==> src/rtl/s27_bist_pkg.sv <==
// Shared encodings, widths and polynomial helpers for the s27 scan/BIST controller.
package s27_bist_pkg;

  localparam int unsigned SCAN_LEN  = 3;
  localparam int unsigned PI_W      = 4;
  localparam int unsigned LFSR_W    = 7;
  localparam int unsigned MISR_W    = 8;
  localparam int unsigned CNT_W     = 8;
  localparam int unsigned BIT_CNT_W = 2;
  localparam int unsigned STATE_W   = 3;

  // Feedback taps x^7+x^6+1 and MISR reduction x^8+x^4+x^3+x^2+1.
  localparam logic [LFSR_W-1:0] LFSR_TAPS = 7'h60;
  localparam logic [MISR_W-1:0] MISR_POLY = 8'h1D;

  typedef logic [STATE_W-1:0] state_t;

  localparam state_t IDLE    = 3'd0;
  localparam state_t SEED    = 3'd1;
  localparam state_t SHIFT   = 3'd2;
  localparam state_t CAPTURE = 3'd3;
  localparam state_t FLUSH   = 3'd4;
  localparam state_t DONE    = 3'd5;

  // Fibonacci step: shift left, parity of the tapped bits enters at the lsb.
  function automatic logic [LFSR_W-1:0] lfsr_step(input logic [LFSR_W-1:0] v);
    return {v[LFSR_W-2:0], ^(v & LFSR_TAPS)};
  endfunction

  // Internal-XOR step: shift left, fold the polynomial in when the msb falls out.
  function automatic logic [MISR_W-1:0] misr_step(input logic [MISR_W-1:0] v);
    return {v[MISR_W-2:0], 1'b0} ^ (v[MISR_W-1] ? MISR_POLY : '0);
  endfunction

endpackage

==> src/rtl/s27_comb.sv <==
// Combinational core of the ISCAS89 s27 benchmark (flops live in the controller).
module s27_comb (
  input  logic [3:0] pi_i,          // {G3,G2,G1,G0}
  input  logic [2:0] state_i,       // {G5,G6,G7}
  output logic [2:0] next_state_o,  // {G10,G11,G13}
  output logic       g17_o
);

  logic g0, g1, g2, g3, g5, g6, g7;
  logic g8, g9, g10, g11, g12, g13, g14, g15, g16;

  assign g0  = pi_i[0];
  assign g1  = pi_i[1];
  assign g2  = pi_i[2];
  assign g3  = pi_i[3];
  assign g5  = state_i[2];
  assign g6  = state_i[1];
  assign g7  = state_i[0];

  assign g14 = ~g0;
  assign g8  = g14 & g6;
  assign g12 = ~(g1 | g7);
  assign g15 = g12 | g8;
  assign g16 = g3 | g8;
  assign g9  = ~(g16 & g15);
  assign g11 = ~(g5 | g9);
  assign g10 = ~(g14 | g11);
  assign g13 = ~(g2 | g12);

  assign next_state_o = {g10, g11, g13};
  assign g17_o        = ~g11;

endmodule

==> src/rtl/s27_bist_ctrl.sv <==
// Scan/BIST controller: owns the s27 state flops and runs functional or LFSR/MISR self-test.
module s27_bist_ctrl
  import s27_bist_pkg::*;
#(
  parameter int unsigned        N_PATTERNS = 64,
  parameter logic [LFSR_W-1:0]  LFSR_SEED  = 7'h5A,
  parameter logic [MISR_W-1:0]  GOLDEN_SIG = 8'h00
) (
  input  logic                 clk,
  input  logic                 rst_n,
  input  logic                 start,
  input  logic                 abort,
  input  logic                 func_en,
  input  logic [PI_W-1:0]      pi,
  output logic                 po,
  output logic [SCAN_LEN-1:0]  scan_state,
  output logic                 busy,
  output logic                 done,
  output logic                 pass,
  output logic [MISR_W-1:0]    signature,
  output logic [CNT_W-1:0]     pattern_cnt
);

  // An all-zero seed would lock the LFSR, so it is replaced by 1.
  localparam logic [LFSR_W-1:0]    SEED_EFF = (LFSR_SEED == '0) ? LFSR_W'(1) : LFSR_SEED;
  localparam logic [CNT_W-1:0]     LAST_PAT = CNT_W'(N_PATTERNS - 1);
  localparam logic [BIT_CNT_W-1:0] LAST_BIT = BIT_CNT_W'(SCAN_LEN - 1);

  state_t                state_q, state_d;
  logic [SCAN_LEN-1:0]   flops_q, flops_d;
  logic [LFSR_W-1:0]     lfsr_q, lfsr_d;
  logic [MISR_W-1:0]     misr_q, misr_d;
  logic [CNT_W-1:0]      cnt_q, cnt_d;
  logic [BIT_CNT_W-1:0]  bit_cnt_q, bit_cnt_d;
  logic                  busy_q, busy_d;
  logic                  done_q, done_d;
  logic                  pass_q, pass_d;

  logic seed_en, shift_en, capture_en, flush_en, func_load, pass_load, run_abort;
  logic [PI_W-1:0]     pi_core;
  logic [SCAN_LEN-1:0] core_nxt;
  logic                core_g17;
  logic                si, so;

  assign pi_core = busy_q ? lfsr_q[LFSR_W-1:LFSR_W-PI_W] : pi;
  assign si      = shift_en ? lfsr_q[0] : 1'b0;
  assign so      = flops_q[0];

  s27_comb u_core (
    .pi_i         (pi_core),
    .state_i      (flops_q),
    .next_state_o (core_nxt),
    .g17_o        (core_g17)
  );

  // FSM state register.
  always_ff @(posedge clk or negedge rst_n) begin
    if (!rst_n) state_q <= IDLE;
    else        state_q <= state_d;
  end

  // FSM next state; abort wins over everything while a run is active.
  always_comb begin
    state_d = state_q;
    case (state_q)
      IDLE:    if (!abort && start) state_d = SEED;
      SEED:    state_d = abort ? IDLE : SHIFT;
      SHIFT:   if (abort) state_d = IDLE;
               else if (bit_cnt_q == LAST_BIT) state_d = CAPTURE;
      CAPTURE: if (abort) state_d = IDLE;
               else state_d = (cnt_q == LAST_PAT) ? FLUSH : SHIFT;
      FLUSH:   if (abort) state_d = IDLE;
               else if (bit_cnt_q == LAST_BIT) state_d = DONE;
      DONE:    state_d = IDLE;
      default: state_d = IDLE;
    endcase
  end

  // FSM outputs: datapath enables from the current state, status flags from the next.
  always_comb begin
    seed_en    = 1'b0;
    shift_en   = 1'b0;
    capture_en = 1'b0;
    flush_en   = 1'b0;
    func_load  = 1'b0;
    run_abort  = 1'b0;
    case (state_q)
      IDLE:    func_load  = func_en && !start && !abort;
      SEED:    seed_en    = !abort;
      SHIFT:   shift_en   = !abort;
      CAPTURE: capture_en = !abort;
      FLUSH:   flush_en   = !abort;
      default: ;
    endcase
    if (state_q inside {SEED, SHIFT, CAPTURE, FLUSH}) run_abort = abort;
    busy_d    = state_d inside {SEED, SHIFT, CAPTURE, FLUSH};
    done_d    = (state_d == DONE);
    pass_load = (state_q == FLUSH) && (state_d == DONE);
  end

  // Datapath next values: scan chain, LFSR, MISR, counters and verdict.
  always_comb begin
    flops_d   = flops_q;
    lfsr_d    = lfsr_q;
    misr_d    = misr_q;
    cnt_d     = cnt_q;
    bit_cnt_d = bit_cnt_q;
    pass_d    = pass_q;
    if (seed_en) begin
      lfsr_d    = SEED_EFF;
      misr_d    = '0;
      flops_d   = '0;
      cnt_d     = '0;
      bit_cnt_d = '0;
    end
    if (shift_en || flush_en) begin
      flops_d   = {si, flops_q[SCAN_LEN-1:1]};
      misr_d    = misr_step(misr_q) ^ {{(MISR_W-1){1'b0}}, so};
      bit_cnt_d = (bit_cnt_q == LAST_BIT) ? '0 : bit_cnt_q + BIT_CNT_W'(1);
    end
    if (shift_en || capture_en) lfsr_d = lfsr_step(lfsr_q);
    if (capture_en) begin
      flops_d   = core_nxt;
      misr_d    = misr_step(misr_q) ^ {{(MISR_W-2){1'b0}}, core_g17, 1'b0};
      cnt_d     = cnt_q + CNT_W'(1);
      bit_cnt_d = '0;
    end
    if (func_load) flops_d = core_nxt;
    if (seed_en || run_abort) pass_d = 1'b0;
    if (pass_load) pass_d = (misr_d == GOLDEN_SIG);
  end

  // Datapath and status registers.
  always_ff @(posedge clk or negedge rst_n) begin
    if (!rst_n) begin
      flops_q   <= '0;
      lfsr_q    <= '0;
      misr_q    <= '0;
      cnt_q     <= '0;
      bit_cnt_q <= '0;
      busy_q    <= 1'b0;
      done_q    <= 1'b0;
      pass_q    <= 1'b0;
    end else begin
      flops_q   <= flops_d;
      lfsr_q    <= lfsr_d;
      misr_q    <= misr_d;
      cnt_q     <= cnt_d;
      bit_cnt_q <= bit_cnt_d;
      busy_q    <= busy_d;
      done_q    <= done_d;
      pass_q    <= pass_d;
    end
  end

  assign po          = core_g17;
  assign scan_state  = flops_q;
  assign busy        = busy_q;
  assign done        = done_q;
  assign pass        = pass_q;
  assign signature   = misr_q;
  assign pattern_cnt = cnt_q;

endmodule
==> config.mk <==
export PLATFORM = sky130hd
export DESIGN_NAME = s27_bist_ctrl
export DESIGN_NICKNAME = d
export VERILOG_FILES = /design/src/rtl/s27_bist_pkg.sv /design/src/rtl/s27_comb.sv /design/src/rtl/s27_bist_ctrl.sv
export SDC_FILE = /design/constraint.sdc
export NUM_CORES = 1
export LEC_CHECK = 0
export ABC_AREA = 1
export CAP_MARGIN = 40
export CORE_UTILIZATION = 56
export CTS_CLUSTER_SIZE = 25
export DETAILED_ROUTE_END_ITERATION = 12
export DONT_BUFFER_PORTS = 1
export PLACE_DENSITY_LB_ADDON = 0.1
export SLEW_MARGIN = 5
export SYNTH_ARGS = -nofsm -noshare
export SYNTH_HDL_FRONTEND = slang
export SYNTH_SLANG_ARGS = --single-unit
export TNS_END_PERCENT = 100
==> constraint.sdc <==
create_clock -name clk -period 1.4 [get_ports clk]
set_input_delay 0.28 -clock clk [delete_from_list [all_inputs] [get_ports clk]]
set_output_delay 0.28 -clock clk [all_outputs]
set_load 0.01 [all_outputs]
==> flow_metrics.py, run 1 <==
metrics = {
    "global_route": {
        "grt_pass1_wl_mm": 6.64,
        "antenna_found_initial": 0,
        "grt_max_degree": 35,
        "grt.total_usage_pct": 27.1,
        "overflow": 0,
        "grt_pass1_vias": 1544,
    },
    "sta": {
        "final.setup.tns_ns": -1.28,
        "rsz0062_at_grt": "yes",
        "finalCritPeriodShare_pct": 121,
        "holdWs_ns": 0.114,
        "clock.fmax_mhz": 592,
        "period_minus_slack_ns": 1.69,
        "hold_viol_final": 0,
        "layout_setup_ws_ns": -0.290,
        "worstMarginPinSlew_ns": 0.696,
        "fin_skew_ns": 0.00831,
        "relSlewSlack_pct": 53.5,
        "slew_viol_final": 0,
        "setup_viol": 13,
    },
    "clock_network": {
        "htreeDepth": 2,
        "cts_root_buffer": "clkbuf_4",
        "cts_tree": "built",
        "numCtsBuffers": 5,
        "clk_pin_slew_ns": 0.10,
        "clock_sinks": 34,
        "clockBufferDepth": 2,
        "clk_latency_ns": 0.35,
    },
    "synthesis": {
        "yosys.area.top_type": "dfrtp_1",
        "synth_edf_count": 0,
        "synthTopCellsByCount": "nand2_1 (43), dfrtp_1 (34), inv_1 (29), nand3_1 (17), nor2_1 (15)",
        "syn_area_sq_um": 1720,
        "synth_cell_types": 34,
        "ys_seq_elements": 34,
        "avgSynthCellArea_sq_um": 8.47,
        "synth_most_common_cell": "nand2_1",
        "ys.flop_type": "dfrtp_1",
        "yosysSeqAreaShare_pct": 49.5,
        "synth_area_leaders": "dfrtp_1 (49%), nand2_1 (9.4%), inv_1 (6.3%)",
        "synth_top_area_share_pct": 49.5,
        "yosysWarnings": 0,
        "syn_nets": 213,
        "synth_cells": 203,
        "synth-async-reset-ratio_pct": 100,
    },
    "place": {
        "place_congestion": 0.910,
        "dpl.cell_count": 266,
        "io_buffers": 0,
        "dpl.hpwl_mm": 2.92,
    },
    "floorplanning": {
        "die_y_microns": 57.4,
        "row_count": 19,
        "core_sq_um": 2830,
        "dieArea_sq_um": 3300,
        "ios": 32,
        "chipWidth_microns": 57.4,
        "initial_core_util_pct": 60.8,
    },
    "pwr": {
        "p_clk_share_pct": 16.2,
        "power_frac_seq_pct": 44.0,
        "p_per_area_nw_per_um2": 1500,
        "p_sw_share_pct": 39.8,
        "power.internal_mw": 2.12,
        "power.net_switching_mw": 1.40,
        "combPwrFrac_pct": 39.8,
        "ir_drop_mv": 1.18,
        "leakage_nw": 1.22,
    },
    "setup_path": {
        "start_kind": "flop",
        "criticalPathCategory": "flop to primary output",
        "cpMaxStageDelayCell": "dfrtp_2",
        "cp.required_ns": 1.12,
        "critPathBufInv": 1,
        "critPathArrivalTime_ns": 1.41,
        "path_delay_family": "simple AND/OR/NAND/NOR gates",
        "critPathCaptureType": "primary output",
        "cp_max_fo": 5,
        "critPathMostFrequentCell": "nand2_1",
        "crit_chain": "nand2_1 -> nand2_1 -> nor2_1 -> nand2_1 -> nand2_2 -> nand2_2 -> buf_6",
        "critPathMaxStageDelay_ns": 0.46,
    },
    "run_status": {
        "status": "finished, violations left",
        "violations": "design-rule violations, negative setup slack",
    },
    "finish": {
        "fillerInstances": 184,
        "diodes": 0,
        "final_util_pct": 82.7,
        "syn_to_final_growth_pct": 36.0,
        "instances_no_fill": 288,
        "final_nets": 266,
        "regArea_sq_um": 853,
        "drive_gt1_share_pct": 33.9,
        "multi_input_area_sq_um": 868,
    },
    "routing": {
        "viasPerCell": 5.72,
        "routedWlPerCell_microns": 16.8,
        "first_pass_iters": 8,
        "initialDrtViolationCount": 111,
        "drcViolationCount": 1,
        "ant_nets": 0,
        "wirelength_mm": 4.83,
        "vias": 1647,
    },
    "hold_path": {
        "min_path_type": "primary input to flop",
    },
    "job": {
        "maxCapViolCount": 0,
    },
}
==> worst reg2reg max path, cell delays in order (launching register included) <==
cell and delay, ns:
dfrtp_1 0.43, nor2_4 0.22, buf_6 0.13, buf_6 0.09
nand3_4 0.08, nand2_4 0.09, inv_4 0.04, o211ai_1 0.15
nand2_1 0.11, nand3_1 0.10, nand2_1 0.05
==> state kept, by name, summed over array words and instances, names as in the netlist <==
| name | flops |
|---|---|
| bit_cnt_q | 2 |
| busy | 1 |
| done | 1 |
| lfsr_q | 7 |
| pass | 1 |
| pattern_cnt | 8 |
| scan_state | 3 |
| signature | 8 |
| state_q | 3 |
==> kinds of logic after synthesis <==
| group | count (synthesis) | share of synthesized area [%] |
|---|---|---|
| simple gates | 91 | 24.8 |
| fa+ha+maj | 1 | 0.727 |
| compound gates | 37 | 13.8 |
| xor+xnor | 8 | 4.07 |
| flops | 34 | 49.5 |
| buf+inv | 32 | 7.13 |
==> power groups by stage <==
stage / clock [mW] / sequential, mW / combinational, mW
after detailed placement: 0 / 1.55 / 1.12
final: 0.568 / 1.55 / 1.40
after global routing: 0.615 / 1.57 / 1.52
after floorplan: 0 / 1.52 / 0.735
after CTS: 0.585 / 1.53 / 1.21
after global placement: 0 / 1.53 / 1.09
==> final timing paths <==
path	from	end	slack, ns	cells after the start
setup / recovery	busy$_DFF_PN0_	po	-0.29	7
setup reg to reg	state_q[2]$_DFF_PN0_	pass$_DFFE_PN0P_	-0.18	10
max in group asynchronous	rst_n	state_q[1]$_DFF_PN0_	0.84	2
hold reg to reg	lfsr_q[2]$_DFFE_PN0P_	lfsr_q[3]$_DFFE_PN0P_	0.55	2
min in group asynchronous	rst_n	pattern_cnt[2]$_DFFE_PN0P_	0.36	2
hold / removal	start	state_q[0]$_DFF_PN0_	0.11	2
==> layout by cell type, fill, tap and decap left out, types with 2 or more instances in the layout <==
cell and n:
o211ai_1 2, nand3_4 4, nand3_1 14, dfrtp_1 32
nand2_1 39, o21ai_1 5, buf_6 8, inv_4 2
inv_1 27, a22oi_1 5, o22ai_1 5, a21oi_1 6
nor2_1 14, nor2_4 3, nand2_4 4, nor3_4 2
o21ai_2 3, clkbuf_4 5, xor2_1 7, buf_4 37
nand2_2 5, inv_2 2, o21ai_0 5, dfrtp_2 2
==> metrics by stage <==
stage	power [mW]	cell area, sq um	worst slack (ns)
floorplan	2.25	1730	0.0227
global placement	2.62	2010	-0.0204
detailed placement	2.67	2010	-0.0539
CTS	3.32	2130	-0.294
global route	3.71	2340	-0.349
finish	3.51	2340	-0.290
==> cell type report <==
class                   instances  area share (%)
clock inverters                 1           0.214
inverters                      31            5.19
clock buffers                   7            2.35
flip-flops and latches         34            36.5
repair buffers                 47            17.0
well taps                      31            1.66
multi-input cells             137            37.1
==> per-layer routing <==
metal  up-vias  wire length [microns]  global-route usage, %
li1        774                      -                      -
met5         -                      0                      0
met4         0                    121                   13.6
met1       811                   1960                   29.7
met2        50                   2520                   47.2
met3        12                    229                   8.62
==> what timing repair did <==
item                       CTS  global route
setup buffers                1            11
hold endpoints to repair    34             0
setup endpoints to repair    7            14
hold buffers                 2             0
gates resized for setup      9            34
pin swaps                    1            10
No activity file was read; power rests on OpenSTA's default activity.
==> run 2: changes to the inputs <==
Settings changed: CORE_UTILIZATION 56 to 35.
==> flow_metrics.py, run 2 (synthesized netlist as in run 1, its figures left out) <==
metrics = {
    "clock_network": {
        "cts_tree": "built",
        "htreeDepth": 2,
        "clock_sinks": 34,
        "clockBufferDepth": 2,
        "clk_pin_slew_ns": 0.07,
        "numCtsBuffers": 5,
        "cts_root_buffer": "clkbuf_8",
        "clk_latency_ns": 0.29,
    },
    "sta": {
        "period_minus_slack_ns": 1.58,
        "hold_viol_final": 0,
        "worstMarginPinSlew_ns": 0.279,
        "layout_setup_ws_ns": -0.177,
        "fin_skew_ns": 0.00603,
        "slew_viol_final": 0,
        "clock.fmax_mhz": 634,
        "finalCritPeriodShare_pct": 113,
        "holdWs_ns": 0.178,
        "rsz0062_at_grt": "yes",
        "relSlewSlack_pct": 81.4,
        "setup_viol": 4,
    },
    "routing": {
        "initialDrtViolationCount": 52,
        "first_pass_iters": 4,
        "wirelength_mm": 4.65,
        "vias": 1616,
        "routedWlPerCell_microns": 13.8,
        "viasPerCell": 4.80,
        "drcViolationCount": 0,
        "ant_nets": 0,
    },
    "finish": {
        "syn_to_final_growth_pct": 50.2,
        "layout_commonest_cell": "buf_4",
        "drive_gt1_share_pct": 43.0,
        "layout_common_cells": "buf_4 (47), nand2_1 (32), dfrtp_1 (31), inv_1 (24), nand3_1 (14)",
        "fillerInstances": 441,
        "final_nets": 279,
        "diodes": 0,
    },
    "floorplanning": {
        "dieArea_sq_um": 5200,
        "die_y_microns": 72.1,
        "core_sq_um": 4720,
        "initial_core_util_pct": 36.4,
        "ios": 32,
        "row_count": 25,
        "chipWidth_microns": 72.1,
    },
    "global_route": {
        "antenna_found_initial": 0,
        "overflow": 0,
        "grt_pass1_wl_mm": 7.62,
        "grt_max_degree": 35,
        "grt.total_usage_pct": 19.7,
        "grt_pass1_vias": 1645,
    },
    "setup_path": {
        "reg2reg_from": "state_q[0]$_DFF_PN0_",
        "criticalPathCategory": "flop to primary output",
        "critPathArrivalTime_ns": 1.30,
        "start_kind": "flop",
        "reg2reg_setup_slack_ns": -0.16,
        "crit_path_end": "po",
        "reg2reg_to": "pass$_DFFE_PN0P_",
        "critPathCaptureType": "primary output",
        "cp_max_fo": 5,
        "worstRegToRegCells": 9,
        "cp.required_ns": 1.12,
        "crit_path_start": "busy$_DFF_PN0_",
    },
    "run_status": {
        "violations": "negative setup slack",
        "status": "finished, violations left",
    },
    "pwr": {
        "ir_drop_mv": 0.725,
        "power.net_switching_mw": 1.46,
        "power_frac_seq_pct": 38.7,
        "power.internal_mw": 2.53,
        "combPwrFrac_pct": 39.0,
        "p_clk_share_pct": 22.4,
        "p_per_area_nw_per_um2": 1540,
        "p_sw_share_pct": 36.7,
        "leakage_nw": 1.30,
    },
    "job": {
        "maxCapViolCount": 0,
    },
    "place": {
        "io_buffers": 0,
        "dpl.hpwl_mm": 3.44,
        "place_congestion": 0.872,
        "dp_slack_ns": -0.141,
    },
    "hold_path": {
        "min_path_type": "primary input to flop",
        "hp-start": "start",
        "hold_path_depth": 2,
    },
}
==> run 2: worst min-delay path by stage <==
| stage | end | slack [ns] |
|---|---|---|
| 2_1_floorplan | bit_cnt_q[0]$_DFFE_PN0P_ | -0.02 |
| 3_3_place_gp | scan_state[0]$_DFFE_PN0P_ | -0.01 |
| 3_5_place_dp | scan_state[0]$_DFFE_PN0P_ | -0.01 |
| 4_1_cts | state_q[0]$_DFF_PN0_ | 0.18 |
| 5_1_grt | state_q[0]$_DFF_PN0_ | 0.17 |
| 6_report | state_q[0]$_DFF_PN0_ | 0.18 |
==> run 2: per-layer routing <==
| metal | share of wire [%] | vias to the layer above | GRT usage, % |
|---|---|---|---|
| met5 | 0 | - | 0 |
| met1 | 41 | 777 | 22.2 |
| li1 | - | 797 | - |
| met3 | 6.1 | 4 | 6.25 |
| met4 | 0.90 | 0 | 6.97 |
| met2 | 52 | 38 | 34.9 |
==> run 2: critical path, cell delays in order, from the launching register on <==
cell and delay [ns]:
dfrtp_2 0.46, nand2_2 0.08, nand2_2 0.05, nor2_2 0.09, nand2_1 0.07, nand2_2 0.07
nand2_2 0.06, buf_6 0.12
==> run 2: what timing repair did <==
action | in CTS | in global routing
gates resized for setup | 31 | 34
setup buffers | 10 | 10
endpoints found under the setup margin | 9 | 21
hold buffers | 2 | 0
pin swaps | 16 | 18
endpoints found under the hold margin | 34 | 0
==> run 2: power groups by stage <==
stage          Sequential (mW)  Combinational [mW]  Clock (mW)
6_report                  1.54                1.55       0.894
5_1_grt                   1.59                1.71       0.973
4_1_cts                   1.54                1.44       0.919
3_5_place_dp              1.56                1.21           0
3_3_place_gp              1.54                1.19           0
2_1_floorplan             1.52               0.735           0
==> run 2: area by class of cell <==
cell class | count | area (sq um) | area share, %
multi-input combinational | 137 | 911 | 35.3
timing repair buffer | 60 | 507 | 19.6
tap | 67 | 83.8 | 3.24
inverter | 31 | 121 | 4.70
sequential | 34 | 855 | 33.1
clock buffer | 7 | 76.3 | 2.95
clock inverter | 1 | 30.0 | 1.16
==> run 2: metrics by stage <==
| stage | instances | utilization [%] | setup TNS (ns) | area (sq um) | power (mW) |
|---|---|---|---|---|---|
| final | 337 | 54.7 | -0.431 | 2580 | 3.99 |
| after global routing | 337 | 54.7 | -0.948 | 2580 | 4.28 |
| after CTS | 330 | 51.4 | -0.929 | 2430 | 3.90 |
| after detailed placement | 311 | 45.0 | -0.268 | 2130 | 2.77 |
| after global placement | 311 | 45.0 | -0.166 | 2130 | 2.73 |
| after floorplan | 203 | - | 0 | 1730 | 2.25 |
